==> src/rtl/shift_register_frame_if.sv <==
// Handshake bundle for shift_register_frame: serial in/out bits and parallel in/out words.
// The slave modport is the shift register side; the master modport is its environment.
interface shift_register_frame_if #(
  parameter int WIDTH = 8
);
  logic             s_in_valid;
  logic             s_in_data;
  logic             s_in_ready;
  logic             p_out_valid;
  logic [WIDTH-1:0] p_out_data;
  logic             p_out_ready;
  logic             p_in_valid;
  logic [WIDTH-1:0] p_in_data;
  logic             p_in_ready;
  logic             s_out_valid;
  logic             s_out_data;
  logic             s_out_ready;

  modport master (
    output s_in_valid, s_in_data, p_out_ready, p_in_valid, p_in_data, s_out_ready,
    input  s_in_ready, p_out_valid, p_out_data, p_in_ready, s_out_valid, s_out_data
  );

  modport slave (
    input  s_in_valid, s_in_data, p_out_ready, p_in_valid, p_in_data, s_out_ready,
    output s_in_ready, p_out_valid, p_out_data, p_in_ready, s_out_valid, s_out_data
  );
endinterface

==> src/rtl/shift_register_frame.sv <==
// Framed bidirectional shift register: collects serial bits into a word, or drains a word as bits.
// Optional macro SHIFT_REG_ROTATE_EN: drained bits rotate back in, so the loaded word survives a drain.
module shift_register_frame #(
  parameter  int WIDTH = 8,
  localparam int CNT_W = $clog2(WIDTH + 1)
) (
  input  logic                  clk,
  input  logic                  rst,
  input  logic                  clr,
  input  logic                  dir,
  shift_register_frame_if.slave bus,
  output logic [CNT_W-1:0]      bit_cnt,
  output logic                  busy
);

  typedef enum logic [1:0] {
    IDLE,
    COLLECT,
    FULL,
    DRAIN
  } state_t;

  state_t           state;
  logic [WIDTH-1:0] data_reg;
  logic             dir_q;

  logic             out_bit;
  logic             fill;
  logic [WIDTH-1:0] first_in;
  logic [WIDTH-1:0] shifted_in;
  logic [WIDTH-1:0] shifted_out;

  assign out_bit = dir_q ? data_reg[0] : data_reg[WIDTH-1];

`ifdef SHIFT_REG_ROTATE_EN
  assign fill = out_bit;
`else
  assign fill = 1'b0;
`endif

  // The first bit of a frame uses the live dir input, since dir_q is only captured on that edge.
  assign first_in    = dir ? {bus.s_in_data, {(WIDTH-1){1'b0}}}
                           : {{(WIDTH-1){1'b0}}, bus.s_in_data};
  assign shifted_in  = dir_q ? {bus.s_in_data, data_reg[WIDTH-1:1]}
                             : {data_reg[WIDTH-2:0], bus.s_in_data};
  assign shifted_out = dir_q ? {fill, data_reg[WIDTH-1:1]}
                             : {data_reg[WIDTH-2:0], fill};

  assign bus.s_in_ready  = ((state == IDLE) && !bus.p_in_valid) || (state == COLLECT);
  assign bus.p_in_ready  = (state == IDLE);
  assign bus.p_out_valid = (state == FULL);
  assign bus.p_out_data  = data_reg;
  assign bus.s_out_valid = (state == DRAIN);
  assign bus.s_out_data  = out_bit;
  assign busy            = (state != IDLE);

  always_ff @(posedge clk) begin
    if (rst) begin
      state    <= IDLE;
      data_reg <= '0;
      bit_cnt  <= '0;
      dir_q    <= 1'b0;
    end else if (clr) begin
      state    <= IDLE;
      data_reg <= '0;
      bit_cnt  <= '0;
    end else begin
      case (state)
        IDLE: begin
          if (bus.p_in_valid) begin
            data_reg <= bus.p_in_data;
            bit_cnt  <= CNT_W'(WIDTH);
            dir_q    <= dir;
            state    <= DRAIN;
          end else if (bus.s_in_valid) begin
            data_reg <= first_in;
            bit_cnt  <= CNT_W'(1);
            dir_q    <= dir;
            state    <= COLLECT;
          end
        end
        COLLECT: begin
          if (bus.s_in_valid) begin
            data_reg <= shifted_in;
            bit_cnt  <= bit_cnt + CNT_W'(1);
            if (bit_cnt == CNT_W'(WIDTH - 1)) begin
              state <= FULL;
            end
          end
        end
        FULL: begin
          if (bus.p_out_ready) begin
            data_reg <= '0;
            bit_cnt  <= '0;
            state    <= IDLE;
          end
        end
        DRAIN: begin
          if (bus.s_out_ready) begin
            data_reg <= shifted_out;
            bit_cnt  <= bit_cnt - CNT_W'(1);
            if (bit_cnt == CNT_W'(1)) begin
              state <= IDLE;
            end
          end
        end
        default: state <= IDLE;
      endcase
    end
  end

endmodule

==> src/flat_wrapper.sv <==
// flat-port wrapper written by rule: the top's interface ports become plain ports
module shift_register_frame_flat 
#(
  parameter  int WIDTH = 8,
  localparam int CNT_W = $clog2(WIDTH + 1)
)
  (clk, rst, clr, dir, bit_cnt, busy, bus_s_in_valid, bus_s_in_data, bus_p_out_ready, bus_p_in_valid, bus_p_in_data, bus_s_out_ready, bus_s_in_ready, bus_p_out_valid, bus_p_out_data, bus_p_in_ready, bus_s_out_valid, bus_s_out_data);
  shift_register_frame_if #(.WIDTH(WIDTH)) bus_i ();
  input  logic clk;
  input  logic rst;
  input  logic clr;
  input  logic dir;
  output logic [CNT_W-1:0] bit_cnt;
  output logic busy;
  input wire logic [$bits(bus_i.s_in_valid)-1:0] bus_s_in_valid;
  input wire logic [$bits(bus_i.s_in_data)-1:0] bus_s_in_data;
  input wire logic [$bits(bus_i.p_out_ready)-1:0] bus_p_out_ready;
  input wire logic [$bits(bus_i.p_in_valid)-1:0] bus_p_in_valid;
  input wire logic [$bits(bus_i.p_in_data)-1:0] bus_p_in_data;
  input wire logic [$bits(bus_i.s_out_ready)-1:0] bus_s_out_ready;
  output wire logic [$bits(bus_i.s_in_ready)-1:0] bus_s_in_ready;
  output wire logic [$bits(bus_i.p_out_valid)-1:0] bus_p_out_valid;
  output wire logic [$bits(bus_i.p_out_data)-1:0] bus_p_out_data;
  output wire logic [$bits(bus_i.p_in_ready)-1:0] bus_p_in_ready;
  output wire logic [$bits(bus_i.s_out_valid)-1:0] bus_s_out_valid;
  output wire logic [$bits(bus_i.s_out_data)-1:0] bus_s_out_data;
  assign bus_i.s_in_valid = bus_s_in_valid;
  assign bus_i.s_in_data = bus_s_in_data;
  assign bus_i.p_out_ready = bus_p_out_ready;
  assign bus_i.p_in_valid = bus_p_in_valid;
  assign bus_i.p_in_data = bus_p_in_data;
  assign bus_i.s_out_ready = bus_s_out_ready;
  assign bus_s_in_ready = bus_i.s_in_ready;
  assign bus_p_out_valid = bus_i.p_out_valid;
  assign bus_p_out_data = bus_i.p_out_data;
  assign bus_p_in_ready = bus_i.p_in_ready;
  assign bus_s_out_valid = bus_i.s_out_valid;
  assign bus_s_out_data = bus_i.s_out_data;
  shift_register_frame #(.WIDTH(WIDTH)) u_core (.clk(clk), .rst(rst), .clr(clr), .dir(dir), .bus(bus_i), .bit_cnt(bit_cnt), .busy(busy));
endmodule
==> config.mk <==
export PLATFORM = sky130hd
export DESIGN_NAME = shift_register_frame_flat
export DESIGN_NICKNAME = d
export VERILOG_FILES = /design/src/rtl/shift_register_frame_if.sv /design/src/rtl/shift_register_frame.sv /design/src/flat_wrapper.sv
export SDC_FILE = /design/constraint.sdc
export NUM_CORES = 1
export LEC_CHECK = 0
export CAP_MARGIN = 25
export CORE_ASPECT_RATIO = 0.8
export CORE_UTILIZATION = 37
export CTS_BUF_LIST = sky130_fd_sc_hd__clkbuf_16
export DETAILED_ROUTE_END_ITERATION = 16
export PLACE_DENSITY_LB_ADDON = 0.25
export SYNTH_ARGS = -nofsm -noshare
export SYNTH_HDL_FRONTEND = slang
export SYNTH_SLANG_ARGS = --single-unit
==> constraint.sdc <==
create_clock -name clk -period 1.6 [get_ports clk]
set_input_delay 0.48 -clock clk [delete_from_list [all_inputs] [get_ports clk]]
set_output_delay 0.48 -clock clk [all_outputs]
set_load 0.005 [all_outputs]
======== Yosys cells after proc, flatten, opt, wreduce, memory -nomap -nowiden ========
Cells that the tools add are included.
storage, ports and cells
  register bits after elaboration ......... 15
  logic and storage cells ................. 54
  input bits .............................. 17
  output and inout port bits .............. 18
cells by class
  reductions and logical operators ........ 10
  $add $sub $neg .......................... 2
  bitwise logic cells ..................... 1
  equality and inequality tests ........... 11
  multiplexer cells ....................... 26
operators with widths
  cell                                                                    number
  8-bit 2-to-1 mux                                                        8
  8-bit one-hot mux with 4 select lines                                   1
  4-bit 2-to-1 mux                                                        5
  4-bit one-hot mux with 4 select lines                                   1
  2-bit 2-to-1 mux                                                        7
  2-bit != test (second input constant)                                   4
  2-bit one-hot mux with 4 select lines                                   1
  6-bit AND reduction                                                     1
  4-bit by 1-bit adder with 4-bit output (second input constant)          1
  2-bit equality test (second input constant)                             2
  4-bit by 1-bit equality test with 1-bit output (second input constant)  1
  4-bit by 3-bit equality test with 1-bit output (second input constant)  1
  4-bit AND reduction                                                     1
  2-bit nonzero test                                                      2
  4-bit by 1-bit subtractor with 4-bit output (second input constant)     1
  1-bit 2-to-1 mux                                                        3
  3-bit != test (second input constant)                                   1
  3-bit AND reduction                                                     1
  2-bit by 1-bit equality test with 1-bit output (second input constant)  1
  2-bit zero test                                                         1
  2-bit by 1-bit != test with 1-bit output (second input constant)        1
  2-bit OR reduction                                                      1
  1-bit logical AND                                                       1
  1-bit zero test                                                         1
  other kinds (2)                                                         2

======== Longest topological paths before layout ========
Gate-level depths: netlist of run 1.
  depth in word-level cells ............... 4
  mapped depth ............................ 6
  mapped depth without buffers ............ 6

======== Worst setup path before layout of run 1 ========
No wires, ideal clock.
  path type ............................... reg2out
  start ................................... reg u_core.state[0]
  end ..................................... out bus_s_out_valid
  data required time ...................... 1.120 ns
  path slack .............................. 0.041 ns
  arrival time ............................ 1.079 ns
  path buffers ............................ 2
  cell stages (with the launch flop) ...... 4
  cell sequence ........................... dfxtp_1 -> clkbuf_1 -> buf_2 -> and2_1
between the ends
  cells in the longest elaborated chain, start to end .. 1
ends and longest elaborated chain
  item                    line                        RTL
  start, declared         shift_register_frame.sv:23  state_t state;
  start signal, assigned  shift_register_frame.sv:59  state <= IDLE;
  start signal, assigned  shift_register_frame.sv:64  state <= IDLE;
  start signal, assigned  shift_register_frame.sv:74  state <= DRAIN;
  2-bit equality test     shift_register_frame.sv:53  assign bus.s_out_valid = (state == DRAIN);
  end, declared           flat_wrapper.sv:25          output wire logic [$bits(bus_i.s_out_valid)-1:0] bus_s_out_valid;
No other way between the ends.

======== Worst setup path after layout of run 1 ========
  start ................................... reg u_core.data_reg[2], in the netlist u_core.bus.p_out_data[2]
  end ..................................... out bus_p_out_data[2]
RTL lines
  item                    line                        RTL
  start, declared         shift_register_frame.sv:24  logic [WIDTH-1:0] data_reg;
  start signal, assigned  shift_register_frame.sv:71  data_reg <= bus.p_in_data;
  start signal, assigned  shift_register_frame.sv:76  data_reg <= first_in;
  start signal, assigned  shift_register_frame.sv:84  data_reg <= shifted_in;
  end, declared           flat_wrapper.sv:23          output wire logic [$bits(bus_i.p_out_data)-1:0] bus_p_out_data;
No word-level cell between the ends.

==> impl_metrics.yaml, run 1 <==
run_status:
  status: "finished, final reports clean"
sta:
  clock-skew-final_ns: 0.00482
  hold_slack_ns: 0.521
  fin_tns_setup_ns: 0
  fin_crit_sh: 0.986
  hold_viol: 0
  fmax_ghz: 0.634
  slew-limit-headroom: 0.708
  rsz0062_at_grt: "no"
  worst_slew_pin_slew_ns: 0.438
  setup_violations: 0
  min_period_ns: 1.58
  maxSlewViolCount: 0
global_routing:
  grt_pass1_vias: 1158
  grt_max_degree: 10
  grt.overflow.total: 0
  grt_pass1_wl_um: 5420
  track_usage: 0.244
  antenna_found_initial: 0
worst_setup_path:
  crit_path_end_kind: "primary output"
  crit_arrival_ns: 1.10
  crit_buf_inv: 1
  reg2reg_to: "u_core.bit_cnt[2]"
  worstPathRequired_ns: 1.12
  critPathSlowestCell: "clkdlybuf4s50_1"
  path_delay_family: "buffers and inverters"
  cpPeakStageDelay_ns: 0.49
  reg2reg_slack_ns: 0.08
  crit_type: "flop to primary output"
  r2r_cells: 8
  cp_cell_sequence: "clkdlybuf4s50_1"
  start_kind: "flop"
  r2r_start: "u_core.state[1]"
  crit_fanout: 4
route:
  viasPerCell: 5.42
  totalWireLength_um: 3390
  first_pass_iters: 4
  vias: 1187
  drtIter0Drc: 57
  post_drt_wl_per_cell_um: 15.5
  drc: 0
  antenna_left: 0
synth:
  syn_inst: 118
  synth_cell_types: 40
  synth_top_area_frac: 0.290
  synth-async-reset-ratio: 0
  ys_top_cells_by_area: "dfxtp_1 29%, mux2_2 7.6%, a21oi_1 5.3%"
  yosysSeqAreaShare: 0.290
  syn_nets: 138
  syn_area_per_cell_sq_um: 8.78
  synth_area_sq_um: 1040
  synth_largest_area_cell: "dfxtp_1"
  synth_flop_cell: "dfxtp_1"
  synth-edff-count: 0
  ys_ff_latch: 15
  ys_warn_count: 0
layout:
  drive_gt1_frac: 0.454
  mostFrequentLayoutCell: "buf_4"
  antennaDiodeCount: 0
  area_delta_synth_final_pct: 78.6
  most-common-layout-cells: "26 x buf_4, 16 x clkdlybuf4s50_1, 10 x nor2_1, 9 x a21oi_1, 8 x buf_6"
  multi_input_area_sq_um: 733
  nNetsFinal: 204
  fin_area_sq_um: 1850
  layout.area.seq_sq_um: 328
  fillers: 186
worst_hold_path:
  hp-start: "u_core.bit_cnt[1]"
  hold_path_end: "u_core.bit_cnt[1]"
  holdPathStages: 2
  worstHoldPathType: "flop to flop"
clocking:
  clk_latency_ns: 0.25
  clockRootBuffer: "clkbuf_16"
  clockBufferDepth: 2
  numCtsBuffers: 3
  clock_sinks: 15
  clkSlewWorstSetupHoldPaths_ns: 0.05
  ctsHtreeMaxLevel: 1
  cts_hold_buf: 0
  cts_tree: "yes"
pwr:
  leakagePower_uw: 0.000883
  cellPowerDensity_nw_per_um2: 718
  ir_worst_vdd_mv: 0.502
  total_power_uw: 1330
placed_design:
  dp_hpwl_um: 2340
  place_area_sq_um: 1600
  io_buffers: 34
  gp_congestion: 0.870
floorplanning:
  io_pins: 35
  die_height_um: 49.3
  placementRows: 16
  die_area_sq_um: 3020
  core_sq_um: 2540
  start_util: 0.407
  die_w_um: 61.2
run:
  drv_cap: 0
worst max-delay path by stage:
stage | startpoint | end | slack [ns] | depth (start not counted)
after floorplan | u_core.state[0] | bus_s_out_valid | 0.04 | 3
after global placement | bus_p_in_valid | bus_s_in_ready | -0.54 | 3
after detailed placement | bus_p_in_valid | u_core.state[0] | -0.58 | 6
after CTS | bus_p_in_valid | bus_s_in_ready | 0.0009 | 3
after global routing | u_core.bus.p_out_data[2] | bus_p_out_data[2] | 0.0006 | 1
final | u_core.bus.p_out_data[2] | bus_p_out_data[2] | 0.02 | 1
tightest hold or removal path, cell delays in order (launching register included):
cell and delay (ns):
dfxtp_4 0.36, nand2_1 0.08, a21oi_2 0.05
stage by stage:
stage | instances | worst slack (ns) | utilization
after floorplan | 118 | 0.0405 | -
after global placement | 208 | -0.538 | 0.627
after detailed placement | 208 | -0.576 | 0.627
after CTS | 217 | 0.000911 | 0.705
after global routing | 219 | 0.000582 | 0.728
final | 219 | 0.0228 | 0.728
registers in the layout (all words and copies together) (netlist names):
name,flops
u_core.bit_cnt,4
u_core.bus.p_out_data,8
u_core.state,2
u_core.dir_q,1
kinds of logic (layout without fill, tap and decap cells):
group,Yosys count,count (layout),share of synthesized area
multiplexers,9,9,0.0966
buffers and inverters,14,79,0.0688
flip-flops,15,15,0.290
adder cells (fa/ha/maj),3,3,0.0362
AND/OR/NAND/NOR,40,40,0.232
AO/OA/AOI/OAI,36,36,0.268
XOR/XNOR,1,1,0.00846
layer usage:
layer / track usage / part of all wire / up-vias
met5: 0 / 0 / -
met4: 0.0341 / 0.0056 / 0
met3: 0.0557 / 0.067 / 4
met2: 0.375 / 0.46 / 38
met1: 0.350 / 0.47 / 581
li1: - / - / 564
synth_stat cells, drive strengths merged (2+ instances only):
cell type and instances:
a21o 2, a21oi 11, a221oi 6, a31oi 3
buf 5, clkbuf 3, dfxtp 15, ha 3
inv 6, mux2 8, nand2 4, nand2b 3
nand3 2, nor2 13, nor2b 2, nor3 8
nor4bb 2, o21a 3, o21ai 3
where the power goes:
part | leakage (uW) | switching (uW) | internal [uW]
Clock | 0.0000423 | 165 | 332
Sequential | 0.000129 | 19.4 | 392
Combinational | 0.000712 | 186 | 235
final cells by class:
class,instances,share of cell area
Multi-Input combinational cell,89,0.396
Tap cell,36,0.0243
Timing Repair Buffer,69,0.348
Clock inverter,1,0.00203
Inverter,6,0.0122
Clock buffer,3,0.0406
Sequential cell,15,0.177
what timing repair did:
action / CTS / global route
endpoints found under the setup margin: 32 / 24
pin swaps: 5 / 3
resized for setup: 45 / 20
buffers inserted: 6 / 3
Note: power is estimated with default switching activity, not from simulation.
==> run 2, diff against run 1 <==
==> constraint.sdc (replaced) <==
create_clock -name clk -period 1.8 [get_ports clk]
set_input_delay 0.36 -clock clk [delete_from_list [all_inputs] [get_ports clk]]
set_output_delay 0.36 -clock clk [all_outputs]
set_load 0.005 [all_outputs]
==> run 2 against run 1 <==
Net effect:
- clock skew down 0.0015 ns
- sequential cell count is the same
- global-route usage down 2.5 points
- design area down 15%
- setup slack improved by 0.028 ns
- count of clock-buffer cells in the layout is the same
- total power decreased by 17%
- cell count is 11% lower
- largest power group unchanged
- critical path type unchanged
- clock power decreased by 11%
- non-clock buffer count fell by 23
==> impl_metrics.yaml, run 2 (same netlist as run 1, synthesis figures left out) <==
pwr:
  clkPwrFrac: 0.397
  pwr-share-comb: 0.267
  power_switching_uw: 299
  switching_share: 0.270
  cellPowerDensity_nw_per_um2: 706
  seq_power_share: 0.336
  ir_worst_vdd_mv: 0.667
  p_int_uw: 811
  leakagePower_uw: 0.000618
worst_setup_path:
  start_kind: "flop"
  path_delay_family: "buffers and inverters"
  reg2reg_slack_ns: 0.24
  cpPeakStageDelay_ns: 0.49
  r2r_cells: 5
  crit_buf_inv: 2
  crit_fanout: 9
  cp_cell_sequence: "buf_8 > and2_1 > clkdlybuf4s50_1"
  crit_type: "flop to primary output"
  crit_path_end_kind: "primary output"
  reg2reg_to: "u_core.bus.p_out_data[2]"
  worstPathRequired_ns: 1.44
  crit_arrival_ns: 1.39
  critPathSlowestCell: "clkdlybuf4s50_1"
  r2r_start: "u_core.state[0]"
floorplanning:
  die_w_um: 61.2
  die_area_sq_um: 3020
  core_sq_um: 2540
  placementRows: 16
  start_util: 0.407
  io_pins: 35
  die_height_um: 49.3
global_routing:
  grt_pass1_wl_um: 4880
  antenna_found_initial: 0
  track_usage: 0.219
  grt_pass1_vias: 1036
  grt.overflow.total: 0
  grt_max_degree: 16
route:
  drtIter0Drc: 48
  viasPerCell: 5.57
  vias: 1092
  wl_met3_um: 267
  drc: 0
  dr.max_layer_used: "met4"
  post_drt_wl_per_cell_um: 15.2
  antenna_left: 0
  wl_met2_um: 1260
  wl_met1_um: 1410
  first_pass_iters: 5
  totalWireLength_um: 2980
clocking:
  cts_tree: "yes"
  clock_sinks: 15
  numCtsBuffers: 3
  clockBufferDepth: 2
  clkSlewWorstSetupHoldPaths_ns: 0.05
  clockRootBuffer: "clkbuf_16"
  cts_setup_buffers: 0
  clk_latency_ns: 0.25
  ctsHtreeMaxLevel: 1
run_status:
  status: "finished, final reports clean"
sta:
  slew-limit-headroom: 0.726
  setup_violations: 0
  maxSlewViolCount: 0
  clock-skew-final_ns: 0.00333
  worst_slew_pin_slew_ns: 0.412
  fin_crit_sh: 0.972
  fin_tns_setup_ns: 0
  hold_viol: 0
  min_period_ns: 1.75
  rsz0062_at_grt: "no"
  hold_slack_ns: 0.529
  finalWorstSetupSlack_ns: 0.0512
  fmax_ghz: 0.572
worst_hold_path:
  worstHoldPathType: "flop to flop"
  hold_path_end: "u_core.state[0]"
  holdPathStages: 2
  hp-start: "u_core.state[0]"
layout:
  mostFrequentLayoutCell: "clkdlybuf4s50_1"
  area_delta_synth_final_pct: 51.7
  largest_reg_flops: 8
  antennaDiodeCount: 0
  most-common-layout-cells: "32 x clkdlybuf4s50_1, 13 x dfxtp_1, 12 x nor2_1, 10 x a21oi_1, 10 x buf_4"
  drive_gt1_frac: 0.238
  finalNonFillerCells: 196
  nNetsFinal: 181
placed_design:
  io_buffers: 34
  dp_cells: 192
  dp_hpwl_um: 2180
  dp_slack_ns: -0.114
  gp_congestion: 0.852
run:
  drv_cap: 0
run 2: cell types whose count changed in the layout (fill, tap and decap cells not counted), sizes merged:
cell,before,now
dlymetal6s2s,6,0
buf,35,12
clkdlybuf4s15,3,0
clkinv,0,1
dlygate4sd2,7,2
clkdlybuf4s50,16,32
clkbuf,5,3
inv,7,6
run 2: layer usage:
metal,global-route usage,vias up
met2,0.303,49
met3,0.0584,7
met1,0.322,512
li1,-,524
met5,0,-
met4,0.0720,0
run 2: timing repair:
action                                  4_1_cts  5_1_grt
pin swaps                                     1        0
endpoints found under the setup margin        5        1
resized for setup                             7        2
hold buffers                                  0        0
run 2: worst register-to-register path, delay by kind of cell (launching register included):
family | cells | cell delay (ns)
AOI/OAI and AO/OA | 2 | 0.70
buffers and inverters | 1 | 0.14
DFF | 1 | 0.36
and+or+nand+nor | 2 | 0.24
run 2: power groups by stage:
stage          Sequential [uW]  Combinational, uW  Clock, uW
6_report                   373                296        440
5_1_grt                    377                319        462
4_1_cts                    373                295        447
3_5_place_dp               380                291          0
3_3_place_gp               378                289          0
2_1_floorplan              371                163          0
run 2: layout make-up:
class / instances / area [sq um]
Clock inverter: 1 / 5.00
Clock buffer: 3 / 75.1
Timing Repair Buffer: 46 / 448
Inverter: 6 / 22.5
Fill cell: 230 / 971
Tap cell: 36 / 45.0
Sequential cell: 15 / 308
Multi-Input combinational cell: 89 / 668
run 2: worst max-delay path by stage:
stage	startpoint	endpoint	slack (ns)	depth (start not counted)
after floorplan	u_core.state[0]	bus_s_out_valid	0.36	3
after global placement	bus_p_in_valid	u_core.bit_cnt[0]	-0.11	7
after detailed placement	bus_s_out_ready	u_core.bus.p_out_data[2]	-0.11	6
after CTS	u_core.state[0]	bus_s_out_valid	0.02	3
after global routing	u_core.state[0]	bus_s_out_valid	0.003	3
final	u_core.state[0]	bus_s_out_valid	0.05	3
run 2: stage by stage:
stage | power (uW) | utilization | instance area, sq um
6_report | 1110 | 0.618 | 1570
5_1_grt | 1160 | 0.618 | 1570
4_1_cts | 1110 | 0.616 | 1570
3_5_place_dp | 671 | 0.580 | 1480
3_3_place_gp | 667 | 0.580 | 1480
2_1_floorplan | 534 | - | 1040
==> variant, RTL diff (config.mk and constraints of run 1) <==
Build with the macro `SHIFT_REG_ROTATE_EN` defined.
--- a/src/rtl/shift_register_frame.sv
+++ b/src/rtl/shift_register_frame.sv
@@ -1,5 +1,7 @@
 // Framed bidirectional shift register: collects serial bits into a word, or drains a word as bits.
 // Optional macro SHIFT_REG_ROTATE_EN: drained bits rotate back in, so the loaded word survives a drain.
+`define SHIFT_REG_ROTATE_EN
+
 module shift_register_frame #(
   parameter  int WIDTH = 8,
   localparam int CNT_W = $clog2(WIDTH + 1)
Formal check against the unedited RTL: not equivalent (Yosys sat finds a counterexample within 4 cycles, from zero or initial values and one cycle with rst high).
==> variant against run 1 <==
- total power rose by 4.4%
- critical path type unchanged
- final cell count fell by 0.46%
- combinational power rose by 13%
- core utilization rose by 1.3 points
- worst setup slack got worse by 0.021 ns
- sequential cell count did not move
- via count rose by 2.6%
- final area rose by 3.4%
- non-clock buffer count fell by 3
- routed wire length rose by 12%
- area after synthesis rose by 2.1%
==> variant: results (changes against run 1) <==
{| class="wikitable"
! Metric !! Value
|-
| Signal arrival time at the worst endpoint || 1.12 ns (was 1.10 ns)
|-
| Met3 wirelength from detailed routing || 303 µm (was 227 µm)
|-
| Switching power share of the total || 28.5% (was 27.9%)
|-
| Finished Layout Cells || 218 (was 219)
|-
| Vias per std cell || 5.59 (was 5.42)
|-
| Leading cell types by count after synthesis || sky130_fd_sc_hd__dfxtp_1, sky130_fd_sc_hd__a21oi_1, sky130_fd_sc_hd__nor2_1 (was sky130_fd_sc_hd__dfxtp_1, sky130_fd_sc_hd__nor2_1, sky130_fd_sc_hd__a21oi_1)
|-
| Top cells by area, synth || sky130_fd_sc_hd__dfxtp_1, sky130_fd_sc_hd__a221oi_2, sky130_fd_sc_hd__a21oi_1, sky130_fd_sc_hd__mux2_1, sky130_fd_sc_hd__mux2_2 (was sky130_fd_sc_hd__dfxtp_1, sky130_fd_sc_hd__mux2_2, sky130_fd_sc_hd__a21oi_1, sky130_fd_sc_hd__nor3_2, sky130_fd_sc_hd__a221oi_2)
|-
| Wire length of the first global-routing pass || 6020 µm (was 5420 µm)
|-
| Worst Setup Slack post-DPL || -0.524 ns (was -0.576 ns)
|-
| HPWL after detailed placement || 2400 µm (was 2340 µm)
|-
| Count of routing violations after the opening detailed-route iteration || 71 (was 57)
|-
| Slowest cell on the critical path || sky130_fd_sc_hd__dfxtp_4 (was sky130_fd_sc_hd__clkdlybuf4s50_1)
|-
| Number of cell instances on the worst register-to-register path || 6 (was 8)
|-
| Delay contributed by the slowest stage of the critical path || 0.36 ns (was 0.49 ns)
|-
| Portion of the post-synthesis area used by sequential elements || 28.4% (was 29.0%)
|-
| Reg-to-Reg Start || u_core.state[0] (was u_core.state[1])
|-
| Max FO, Critical Path || 3 (was 4)
|-
| Status || complete, no violations (unchanged)
|-
| Share of post-route cells with drive strength above 1 || 44.5% (was 45.4%)
|-
| Final-layout fill cell count || 172 (was 186)
|-
| Post-Route M1 WL || 1660 µm (was 1590 µm)
|-
| Nets in the synthesized netlist || 139 (was 138)
|-
| Worst voltage drop across the vdd grid || 0.000675 V (was 0.000502 V)
|-
| Overall track demand over capacity in global routing || 27.4% (was 24.4%)
|-
| Leak pwr || 0.000929 µW (was 0.000883 µW)
|-
| First-pass detailed-route iteration total || 5 (was 4)
|-
| Post-route clock skew || 0.000911 ns (was 0.00482 ns)
|}
variant: cell count changes after synthesis, sizes merged, moves of 2 or more:
cell / before / now
nor4bb: 2 / 0
nand2: 4 / 7
o21ai: 3 / 6
mux2i: 1 / 3
variant: metal layers:
metal / track usage [%] / vias to the layer above
li1: - / 566
met1: 35.4 / 578
met2: 43.2 / 53
met3: 8.66 / 21
met4: 7.41 / 0
met5: 0 / -
variant: how the worst max path moves through the flow:
| stage | startpoint | endpoint | slack, ns | cells past startpoint |
|---|---|---|---|---|
| 2_1_floorplan | u_core.dir_q | bus_s_out_data | 0.11 | 2 |
| 3_3_place_gp | bus_p_in_valid | bus_s_in_ready | -0.46 | 3 |
| 3_5_place_dp | bus_p_in_valid | u_core.bus.p_out_data[4] | -0.52 | 6 |
| 4_1_cts | u_core.state[0] | bus_p_in_ready | -0.006 | 5 |
| 5_1_grt | u_core.state[0] | bus_p_in_ready | -0.03 | 5 |
| 6_report | u_core.state[0] | bus_p_in_ready | 0.001 | 5 |
variant: cell families after synthesis:
group / Yosys count / synth area share, %
buf+inv: 13 / 6.98
flops: 15 / 28.4
mux: 11 / 12.5
compound gates: 38 / 29.7
simple gates: 38 / 18.0
xor+xnor: 1 / 0.829
fa+ha+maj: 3 / 3.55
variant: metrics by stage:
stage / power, µW / setup TNS (ns) / utilization, % / hold slack [ns] / area, µm²
after floorplan: 607 / 0 / - / 0.500 / 1060
after global placement: 778 / -6.27 / 60.5 / 0.512 / 1560
after detailed placement: 791 / -7.31 / 60.5 / 0.515 / 1560
after CTS: 1370 / -0.00911 / 72.1 / 0.505 / 1860
after global routing: 1440 / -0.0255 / 74.1 / 0.511 / 1910
final: 1390 / 0 / 74.1 / 0.499 / 1910
variant: area by class of cell:
cell class | count | share of cell area (%)
Multi-Input combinational cell | 92 | 39.0
Timing Repair Buffer | 66 | 36.0
Sequential cell | 15 | 17.5
Clock buffer | 3 | 3.92
Tap cell | 36 | 2.35
Inverter | 5 | 0.981
Clock inverter | 1 | 0.262
variant: critical path: cells and delay by family (launching register included):
family	cells	cell delay, ns
buffers and inverters	4	0.41
and+or+nand+nor	1	0.10
DFF	1	0.36
variant: repair_timing:
action,4_1_cts,5_1_grt
setup endpoints to repair,32,23
resized for setup,62,21
pin swaps,4,3
gates cloned,2,0
buffers inserted,10,3
variant: power groups by stage:
| stage | Combinational (µW) | Clock [µW] | Sequential [µW] |
|---|---|---|---|
| floorplan | 190 | 0 | 417 |
| global placement | 356 | 0 | 422 |
| detailed placement | 367 | 0 | 423 |
| CTS | 462 | 501 | 410 |
| global route | 507 | 518 | 412 |
| finish | 476 | 501 | 410 |
